### src/rtl/off_on_decoder_pkg.sv
// Shared off/on code-bus definitions: state encodings, bus bit indices.
// The encoder side imports the same package.
package off_on_decoder_pkg;

  typedef enum logic [1:0] {
    ST_IDLE = 2'd0,
    ST_OFF  = 2'd1,
    ST_ON   = 2'd2,
    ST_GAP  = 2'd3
  } state_t;

  localparam int CODE_START = 0;
  localparam int CODE_MARK  = 1;

  function automatic logic [7:0] sat_inc(input logic [7:0] v);
    return (v == 8'hFF) ? v : v + 8'd1;
  endfunction

endpackage

### src/rtl/off_on_timer.sv
// Loadable up-counter with terminal-count flag.
// Used as the OFF timeout timer and the ON hold / dead-time timer.
module off_on_timer #(
  parameter int W = 16
) (
  input  logic         clk_sys,
  input  logic         rst_n,
  input  logic         load,
  input  logic         en,
  input  logic [W-1:0] load_val,
  input  logic [W-1:0] term,
  output logic         tc
);

  logic [W-1:0] cnt;

  always_ff @(posedge clk_sys) begin
    if (!rst_n)    cnt <= '0;
    else if (load) cnt <= load_val;
    else if (en)   cnt <= cnt + W'(1);
  end

  assign tc = (cnt == term);

endmodule

### src/rtl/off_on_decoder.sv
// Off/on code-bus decoder driving complementary switch enables.
// Define OFF_ON_DEAD_TIME_EN to insert a break-before-make GAP state.
module off_on_decoder
  import off_on_decoder_pkg::*;
#(
  parameter logic [15:0] ON_HOLD   = 16'd40,
  parameter logic [7:0]  N_CYCLES  = 8'd8,
  parameter logic [15:0] TIMEOUT   = 16'd2000,
  parameter logic [3:0]  DEAD_TIME = 4'd3
) (
  input  logic       clk_sys,
  input  logic       rst_n,
  input  logic [1:0] i,
  output logic       off_sw,
  output logic       on_sw,
  output logic [7:0] cycle_cnt,
  output logic       done,
  output logic       err
);

  logic [1:0] i_q;
  logic       start_q_d;
  state_t     state, state_n;

  // Bus regs keep sampling through reset so a start level
  // held across reset is not mistaken for a fresh edge.
  always_ff @(posedge clk_sys) begin
    i_q       <= i;
    start_q_d <= i_q[CODE_START];
  end

  logic start, mark, start_rise;
  assign start      = i_q[CODE_START];
  assign mark       = i_q[CODE_MARK];
  assign start_rise = start & ~start_q_d;

  logic        to_tc, hold_tc;
  logic        to_load, hold_load, hold_en;
  logic [15:0] hold_term;

  assign to_load   = (state != ST_OFF) || (state_n != ST_OFF);
  assign hold_load = (state_n != state);
  assign hold_en   = (state == ST_ON) || (state == ST_GAP);
  assign hold_term = (state == ST_GAP) ? {12'd0, DEAD_TIME - 4'd1}
                                       : ON_HOLD - 16'd1;

  off_on_timer #(.W(16)) u_to_tmr (
    .clk_sys  (clk_sys),
    .rst_n    (rst_n),
    .load     (to_load),
    .en       (1'b1),
    .load_val (16'd0),
    .term     (TIMEOUT - 16'd1),
    .tc       (to_tc)
  );

  off_on_timer #(.W(16)) u_hold_tmr (
    .clk_sys  (clk_sys),
    .rst_n    (rst_n),
    .load     (hold_load),
    .en       (hold_en),
    .load_val (16'd0),
    .term     (hold_term),
    .tc       (hold_tc)
  );

  logic       err_set, err_clr, cnt_clr, cnt_inc, done_n;
  logic [7:0] cnt_nxt;

  assign cnt_nxt = sat_inc(cycle_cnt);

  always_comb begin
    state_n = state;
    err_set = 1'b0;
    err_clr = 1'b0;
    cnt_clr = 1'b0;
    cnt_inc = 1'b0;
    done_n  = 1'b0;
    case (state)
      ST_IDLE: begin
        if (start_rise) begin
          state_n = ST_OFF;
          err_clr = 1'b1;
          cnt_clr = 1'b1;
        end
      end
      ST_OFF: begin
        if (!start) begin
          state_n = ST_IDLE;
        end else if (mark) begin
`ifdef OFF_ON_DEAD_TIME_EN
          state_n = ST_GAP;
`else
          state_n = ST_ON;
`endif
        end else if (to_tc) begin
          err_set = 1'b1;
          state_n = ST_IDLE;
        end
      end
      ST_ON: begin
        if (!start) begin
          state_n = ST_IDLE;
        end else begin
          // Overrun marker is flagged and dropped; hold keeps running.
          err_set = mark;
          if (hold_tc) begin
            cnt_inc = 1'b1;
            if (cycle_cnt != 8'hFF && cnt_nxt == N_CYCLES) begin
              done_n  = 1'b1;
              state_n = ST_IDLE;
            end else begin
              state_n = ST_OFF;
            end
          end
        end
      end
`ifdef OFF_ON_DEAD_TIME_EN
      ST_GAP: begin
        if (!start) begin
          state_n = ST_IDLE;
        end else begin
          err_set = mark;
          if (hold_tc) state_n = ST_ON;
        end
      end
`endif
      default: state_n = ST_IDLE;
    endcase
  end

  always_ff @(posedge clk_sys) begin
    if (!rst_n) begin
      state     <= ST_IDLE;
      off_sw    <= 1'b0;
      on_sw     <= 1'b0;
      cycle_cnt <= 8'd0;
      done      <= 1'b0;
      err       <= 1'b0;
    end else begin
      state  <= state_n;
      off_sw <= (state_n == ST_OFF);
      on_sw  <= (state_n == ST_ON);
      done   <= done_n;
      if (cnt_clr)      cycle_cnt <= 8'd0;
      else if (cnt_inc) cycle_cnt <= cnt_nxt;
      if (err_clr)      err <= 1'b0;
      else if (err_set) err <= 1'b1;
    end
  end

endmodule

### config.mk
export PLATFORM = sky130hd
export DESIGN_NAME = off_on_decoder
export DESIGN_NICKNAME = d
export VERILOG_FILES = /design/src/rtl/off_on_decoder_pkg.sv /design/src/rtl/off_on_timer.sv /design/src/rtl/off_on_decoder.sv
export SDC_FILE = /design/constraint.sdc
export NUM_CORES = 1
export LEC_CHECK = 0
export BUFFER_PORTS_ARGS = -buffer_cell sky130_fd_sc_hd__buf_2
export CORE_UTILIZATION = 53
export CTS_CLUSTER_SIZE = 10
export DETAILED_ROUTE_END_ITERATION = 7
export GPL_TIMING_DRIVEN = 0
export PLACE_DENSITY_LB_ADDON = 0.25
export SLEW_MARGIN = 30
export SYNTH_ARGS = -nofsm -noshare
export SYNTH_HDL_FRONTEND = slang
export SYNTH_HIERARCHICAL = 1
export SYNTH_SLANG_ARGS = --single-unit
### constraint.sdc
create_clock -name clk_sys -period 3 [get_ports clk_sys]
set_clock_uncertainty 0.2 [all_clocks]
set_input_delay 0.6 -clock clk_sys [delete_from_list [all_inputs] [get_ports clk_sys]]
set_output_delay 0.6 -clock clk_sys [all_outputs]
set_load 0.1 [all_outputs]
* After elaboration in Yosys (flattened, before gate mapping)
Cells that the tools add are included.
** Word-level totals
- Flip-flop bits (word level) :: 49
- Input bits :: 4
- Word-level logic and storage cells :: 58
** Operators by class
- $add $sub $neg :: 3
- Equal/unequal tests :: 13
- Muxes and demuxes :: 21
- Bitwise logic cells :: 3
- Reduce and logical (&&, ||, !) cells :: 8
** Operator list (count)
- $add 16x1->16 const B :: 2
- $eq 16x11->1 const B :: 1
- $eq 16x6->1 :: 1
- $mux 2 :: 6
- $mux 1 :: 11
- $add 8x1->8 const B :: 1
- $eq 8x4->1 const B :: 1
- $eq 8x8->1 const B :: 1
- $mux 8 :: 1
- $ne 8x8->1 const B :: 1
- $eq 2x2->1 const B :: 3
- $mux 6 :: 1
- $pmux 2 s3 :: 1
- $reduce_or 2->1 :: 3
- $eq 2x1->1 const B :: 2
- $ne 2x1->1 const B :: 2
- $reduce_and 4->1 :: 1
- $logic_not 2->1 :: 1
- $logic_or 1x1->1 :: 2
- $ne 2x2->1 :: 1
- $not 1->1 :: 2
- $pmux 1 s2 :: 1
- $and 1x1->1 :: 1
- $logic_and 1x1->1 :: 1

* Depth between registers and ports, before layout
Gate-level depths: netlist (run 1).
- Depth after elaboration :: 11
- Mapped depth :: 14
- Gate-level depth less buffers :: 13

* Modules after synthesis
The synthesis (run 1) kept the hierarchy.
** Modules (own cells, without submodules)
- off_on_timer :: instances 2, cells an instance 134, area an instance 1122.3 um^2
- off_on_decoder :: instances 1, cells an instance 119, area an instance 979.7 um^2

* Least setup slack after synthesis (run 1)
No wires, ideal clock.
- Kind :: reg-to-reg
- From :: register cycle_cnt[0]
- To :: register u_hold_tmr.cnt[12]
- Library setup time :: 0.086 ns
- Arrival time :: 3.162 ns
- Data required time :: 2.714 ns
- Slack :: -0.448 ns
- Cell stages (with the launch flop) :: 11
- Buffers on the path :: 1
- Clock period less this slack :: 3.448 ns
- Path through :: dfxtp_1 -> ha_1 -> and3_2 -> and3_1 -> o221ai_2 -> o31ai_4 -> mux2_4 -> inv_1 -> clkbuf_1 -> o21ai_0 -> a211oi_1
** On the way
- Longest elaborated chain between the ends :: 10
** Ends and longest elaborated chain
- start, declared :: line off_on_decoder.sv:16 : output logic [7:0] cycle_cnt,
- start signal, assigned :: line off_on_decoder.sv:146 : else if (cnt_inc) cycle_cnt <= cnt_nxt;
- $add 8x1->8 or $eq 8x8->1 (tied branches) :: line off_on_decoder_pkg.sv:16 : return (v == 8'hFF) ? v : v + 8'd1;
- $mux 8 :: line off_on_decoder_pkg.sv:16
- $eq 8x4->1 :: line off_on_decoder.sv:109 : if (cycle_cnt != 8'hFF && cnt_nxt == N_CYCLES) begin
- $logic_and 1x1->1 (*) :: line off_on_decoder.sv:109
- $mux 1 (*) :: line off_on_decoder.sv:109
- $mux 2 (*) :: line off_on_decoder.sv:107 : if (hold_tc) begin
- $mux 2 (*) :: line off_on_decoder.sv:102 : if (!start) begin
- $pmux 2 s3 (*) :: line off_on_decoder.sv:79 : case (state)
- $ne 2x2->1 (*) :: line off_on_decoder.sv:42 : assign hold_load = (state_n != state);
- net hold_load :: line off_on_decoder.sv:38 : logic to_load, hold_load, hold_en;
- $reduce_or 2->1 (no line) (*)
- end signal, assigned :: line off_on_timer.sv:19 : else if (load) cnt <= load_val;
- end signal, assigned :: line off_on_timer.sv:20 : else if (en) cnt <= cnt + W'(1);
- end, declared :: line off_on_timer.sv:15 : logic [W-1:0] cnt;
Mark *: on every way through the listed nets, which the timed path passes. The rest lies on a longest branch.
A chain may end at the register's enable or synchronous reset.

* Final worst setup path (run 1)
- From :: register u_to_tmr.cnt[14]
- To :: register u_hold_tmr.cnt[8]
** On the way
- Longest elaborated chain between the ends :: 7
** Ends and longest elaborated chain
- start, declared :: line off_on_timer.sv:15
- start signal, assigned :: line off_on_timer.sv:19
- start signal, assigned :: line off_on_timer.sv:20
- $eq 16x11->1 :: line off_on_timer.sv:23 : assign tc = (cnt == term);
- net to_tc :: line off_on_decoder.sv:37 : logic to_tc, hold_tc;
- $mux 2 :: line off_on_decoder.sv:96 : end else if (to_tc) begin
- $mux 2 :: line off_on_decoder.sv:90 : end else if (mark) begin
- $mux 2 :: line off_on_decoder.sv:88 : if (!start) begin
- $pmux 2 s3 :: line off_on_decoder.sv:79
- $ne 2x2->1 :: line off_on_decoder.sv:42
- net hold_load :: line off_on_decoder.sv:38
- $reduce_or 2->1 (no line)
The timed path passes the listed nets, and every way through them passes these cells.

==> results.cfg, run 1 <==
[clock_tree]
cts-root-buf = clkbuf_8
cts_hold_buf = 0
cts_buffer_depth = 2
numCtsBuffers = 5
htree_levels = 2
clock_sinks = 49
path_clk_slew_ns = 0.10
cts_tree = yes
clkLatencyLatePin_ns = 0.32

[finish]
insertedDiodeCount = 0
finalNonFillerCells = 575
final_core_util_pct = 76.1
area_growth_pct = 38.8
finalNetCount = 510
drive_gt1_share_pct = 33.0

[logic_synthesis]
synthFlopType = dfxtp_1
synth_edf_count = 0
syn_area_um2 = 3220
synth_area_leader_cell = dfxtp_1
ys_warn_count = 6
async_flop_share_pct = 0
synth-seq-area-share_pct = 30.4
ys_ff_latch = 49
ys_top_cells_by_area = dfxtp_1 30%, xnor2_1 10%, o21ai_0 5.1%, nand4_1 3.1%, nand2_1 2.8%
synth.most_common_cell = dfxtp_1
netlist_instances = 387
synth_top_area_share_pct = 30.4
yosys-top-cells-count = 49 x dfxtp_1, 38 x xnor2_1, 33 x o21ai_0, 24 x nand2_1, 20 x nor2_1
netlist-cell-type-count = 50
avgSynthCellArea_um2 = 8.33

[floorplan]
core_area_um2 = 5890
die-area_um2 = 6400
core.rowCount = 28
fp.dieH_um = 80.0
initial_utilization_pct = 54.8
top_level_ports = 16
die_w_um = 80.0

[routing]
antenna_left = 0
viasPerCell = 5.88
wl_um = 9440
wl_per_cell_um = 16.4
drt_iter0_markers = 216
route.detailed.drc = 0
vias = 3380
first_pass_iters = 7

[setup_path]
startpoint_type = register
cp_max_fo = 6
cp.required_ns = 3.01
rr_worst_depth = 14
criticalPathCategory = reg -> reg
crit_arrival_ns = 3.18
cp-end-kind = register

[timing]
finalHoldViolCount = 0
finalCritPeriodShare_pct = 106
slew_headroom_pct = 60.3
rsz0062_at_grt = yes
worst_pin_slew_ns = 0.596
hold-worst-slack_ns = 0.197
fin_crit_ns = 3.17
setup_violations = 29
slew_viol_final = 0
fmax_ghz = 0.315
layout_setup_ws_ns = -0.172

[placement]
io_buffers = 15
dp.cells = 537
hpwl_um = 5200
globalplace.congestion = 0.824

[power_and_ir_drop]
switchingPower_mw = 0.599
swShare_pct = 34.7
powerDensity_nw_per_um2 = 386
peakVddDrop_v = 0.000222
power_leakage_nw = 1.80
intPower_mw = 1.13
power_frac_seq_pct = 45.1
pwr-share-comb_pct = 31.1
p_clk_share_pct = 23.8
total_power_mw = 1.73

[grt]
grt_usage_pct = 26.0
antenna_found_initial = 0
grt_pass1_wl_um = 13000
grt_max_degree = 18
grt_overflow_total = 0
grt_pass1_vias = 2864

[min_path]
min_path_cells = 1
hold_path_class = in -> reg

[run]
maxCapViolCount = 0

[run_status]
violations = setup timing
status = finished with violations
[critical path: stages (launching register included)]
cell      delay [ns]
dfxtp_4         0.36
xnor2_2         0.18
nand4_1         0.18
nor4_4          0.33
and4bb_2        0.28
buf_4           0.15
nor3_4          0.12
o21ai_2         0.09
buf_4           0.14
o31ai_4         0.06
mux2_4          0.41
buf_8           0.17
nor2_1          0.13
o31ai_1         0.11
nor3b_1         0.16
[what timing repair did]
item | 4_1_cts | 5_1_grt
resized for setup | 51 | 96
endpoints found under the setup margin | 32 | 32
pin swaps | 15 | 40
buffers inserted | 18 | 11
cloned | 0 | 3
[through the flow]
stage,setup TNS [ns],cell area (um^2),setup slack (ns)
after floorplan,0,3480,0.0128
after global placement,-12.58,3650,-0.553
after detailed placement,-14.40,3650,-0.617
after CTS,-0.0597,4040,-0.0555
after global routing,-6.39,4480,-0.321
final,-1.74,4480,-0.172
[cells by family (layout without fill, tap and decap cells)]
logic type      after synthesis  after routing  share of synthesized area (%)
compound gates              100            100                           22.0
xor+xnor                     42             42                           11.4
fa+ha+maj                     7              7                           2.72
buf+inv                      32             85                           4.54
flops                        49             49                           30.4
mux                           3              3                           1.09
other cells                   2             62                          0.233
simple gates                152            152                           27.6
[per-layer routing]
metal | share of wire, % | track usage (%) | vias up
met4 | 2.8 | 8.75 | 0
met3 | 4.2 | 3.09 | 31
met1 | 43 | 32.6 | 1626
met5 | 0 | 0 | -
li1 | - | - | 1612
met2 | 50 | 45.9 | 111
[worst paths after layout]
kind	start	to	slack (ns)
hold / removal	i[0]	i_q[0]	0.20
hold reg to reg	i_q[0]	start_q_d	0.27
setup / recovery	u_to_tmr/cnt[14]	u_hold_tmr/cnt[8]	-0.17
setup reg to reg	u_to_tmr/cnt[14]	u_hold_tmr/cnt[8]	-0.17
[placed cells by master (no fill, tap or decap), types with 5 or more instances in the layout]
master	instances
nor4_1	8
dfxtp_1	27
dfxtp_4	10
nand2b_1	7
o21ai_2	20
o41a_1	8
or4_1	6
o31ai_1	9
inv_1	7
nor2_1	14
o211a_1	8
ha_1	6
nor3_1	7
o21ai_0	9
a21oi_1	9
xnor2_2	6
buf_2	20
nand4_1	16
xnor2_1	32
buf_4	22
buf_8	5
clkbuf_8	5
a211oi_2	7
nand2_1	21
a31oi_1	13
conb_1	62
nand3_1	15
nand4_2	6
dfxtp_2	12
clkbuf_1	5
buf_6	10
nor2b_1	8
[state kept, by name (all words and copies together), names as in the netlist]
register,count
err,1
cycle_cnt,8
i_q,2
state,2
start_q_d,1
off_sw,1
u_to_tmr/cnt,16
u_hold_tmr/cnt,16
done,1
on_sw,1
[final cells by class]
cell class | instances | area (um^2)
tap | 75 | 93.8
clock buffer | 5 | 68.8
fill | 397 | 1410
timing repair buffer | 47 | 394
multi-input combinational | 366 | 2630
buffer | 20 | 183
sequential | 49 | 1030
clock inverter | 3 | 17.5
inverter | 10 | 52.6
[power groups by stage]
stage               sequential, mW  combinational, mW  clock (mW)
floorplan                    0.778              0.267           0
global placement             0.786              0.322           0
detailed placement           0.788              0.332           0
CTS                          0.768              0.397       0.415
global route                 0.786              0.574       0.441
finish                       0.779              0.537       0.412
(Power assumes the default switching activity.)
==> run 2: changes to the inputs <==
- CELL_PAD_IN_SITES_DETAIL_PLACEMENT: default -> 0
- CELL_PAD_IN_SITES_GLOBAL_PLACEMENT: default -> 1
- CORE_UTILIZATION: 53 -> 42
- SLEW_MARGIN: 30 -> 20
==> run 2 against run 1 <==
The run still ends with setup timing left. Sequential power down 0.5%. Combinational power shrank 14%. Clock power fell by 4%. Wire length fell by 13%. Via count down 7.2%. Count of clock-buffer cells in the layout unchanged. Fmax grew 3.3%. Core utilization shrank 17 points. Hold slack worse by 0.0063 ns. Flip-flop and latch count is the same.
==> results.cfg, run 2 (synthesis gave the netlist of run 1 again) <==
[run_status]
status = finished with violations
violations = setup timing

[min_path]
hold_path_class = in -> reg
min_path_cells = 1

[clock_tree]
path_clk_slew_ns = 0.09
clock_sinks = 49
cts_buffer_depth = 2
cts_tree = yes
htree_levels = 2
cts_hold_buf = 0
numCtsBuffers = 5
cts-root-buf = clkbuf_8
clkLatencyLatePin_ns = 0.31

[grt]
grt_overflow_total = 0
grt_pass1_wl_um = 12700
grt_pass1_vias = 2686
grt_usage_pct = 20.6
grt_max_degree = 18
antenna_found_initial = 0

[power_and_ir_drop]
pwr-share-comb_pct = 28.4
powerDensity_nw_per_um2 = 379
swShare_pct = 32.6
power_frac_seq_pct = 47.4
intPower_mw = 1.10
power_leakage_nw = 1.73
p_clk_share_pct = 24.2
switchingPower_mw = 0.533
total_power_mw = 1.63
peakVddDrop_v = 0.000217

[setup_path]
cp_max_fo = 5
rr_worst_depth = 13
crit_arrival_ns = 3.09
cp-end-kind = register
cp.required_ns = 3.02
criticalPathCategory = reg -> reg
startpoint_type = register

[timing]
slew_headroom_pct = 58.9
setup_violations = 8
hold-worst-slack_ns = 0.191
fmax_ghz = 0.326
finalHoldViolCount = 0
fin_crit_ns = 3.07
slew_viol_final = 0
layout_setup_ws_ns = -0.0712
finalCritPeriodShare_pct = 102
rsz0062_at_grt = yes
worst_pin_slew_ns = 0.616

[floorplan]
top_level_ports = 16
core_area_um2 = 7330
core.rowCount = 31
die_w_um = 89.6
initial_utilization_pct = 44.0
die-area_um2 = 8030
fp.dieH_um = 89.6

[placement]
io_buffers = 15
globalplace.congestion = 0.794
pre_cts_slack_ns = -0.640
hpwl_um = 5300

[finish]
drive_gt1_share_pct = 27.7
final_cell_mix = 62 x conb_1, 34 x xnor2_1, 30 x dfxtp_1, 24 x nand2_1, 22 x buf_2
reg.largest.list = u_hold_tmr/cnt x16, u_to_tmr/cnt x16, cycle_cnt x8
finalNetCount = 508
layout_commonest_cell = conb_1
area_growth_pct = 33.8
fillers = 668
insertedDiodeCount = 0

[routing]
vias = 3135
route.detailed.drc = 0
drt_iter0_markers = 66
wl_per_cell_um = 13.7
first_pass_iters = 4
antenna_left = 0
wl_um = 8190
viasPerCell = 5.25

[run]
maxCapViolCount = 0
-- run 2: layer usage --
| layer | track usage (%) | up-vias | share of wire [%] |
|---|---|---|---|
| met5 | 0 | - | 0 |
| met3 | 3.11 | 10 | 3.4 |
| met4 | 6.93 | 0 | 1.2 |
| met2 | 33.3 | 56 | 47 |
| li1 | - | 1614 | - |
| met1 | 28.0 | 1455 | 48 |
-- run 2: final timing paths --
path                         from                 to  slack, ns
setup / recovery  u_to_tmr/cnt[0]  u_hold_tmr/cnt[8]      -0.07
hold / removal               i[0]             i_q[0]       0.19
setup reg to reg  u_to_tmr/cnt[0]  u_hold_tmr/cnt[8]      -0.07
hold reg to reg            i_q[0]          start_q_d       0.27
-- run 2: per-stage QoR --
| stage | instances | util (%) | setup TNS [ns] | instance area (um^2) |
|---|---|---|---|---|
| after floorplan | 447 | - | 0 | 3480 |
| after global placement | 561 | 50.2 | -13.79 | 3680 |
| after detailed placement | 561 | 50.2 | -16.62 | 3680 |
| after CTS | 587 | 55.2 | -0.0532 | 4050 |
| after global routing | 597 | 58.8 | -2.07 | 4310 |
| final | 597 | 58.8 | -0.269 | 4310 |
-- run 2: what timing repair did --
action,in CTS,in global routing
cloned,1,2
hold endpoints to repair,0,0
setup endpoints to repair,32,32
setup buffers,17,8
gates resized for setup,40,62
pin swaps,11,23
-- run 2: area by class of cell --
type	instances	area (um^2)	area share (%)
clock inverter	3	17.5	0.406
clock buffer	5	68.8	1.60
timing repair buffer	43	330	7.66
tap	99	124	2.87
buffer	22	194	4.50
inverter	10	45.0	1.04
multi-input combinational	366	2520	58.3
sequential	49	1020	23.6
-- run 2: power by group through the flow --
stage	sequential [mW]	combinational (mW)	clock, mW
5_1_grt	0.783	0.510	0.442
2_1_floorplan	0.778	0.267	0
4_1_cts	0.770	0.404	0.414
6_report	0.775	0.464	0.395
3_3_place_gp	0.786	0.329	0
3_5_place_dp	0.787	0.335	0
-- run 2: worst max-delay path, stage by stage, from the launching register on --
cell	delay, ns
dfxtp_2	0.35
clkbuf_8	0.13
xnor2_2	0.10
nand4_1	0.11
nor4_2	0.39
and4bb_2	0.29
o21ai_2	0.13
nand3_2	0.10
o31ai_4	0.25
mux2_4	0.39
inv_4	0.11
buf_8	0.12
o21ai_0	0.09
nor3b_1	0.23
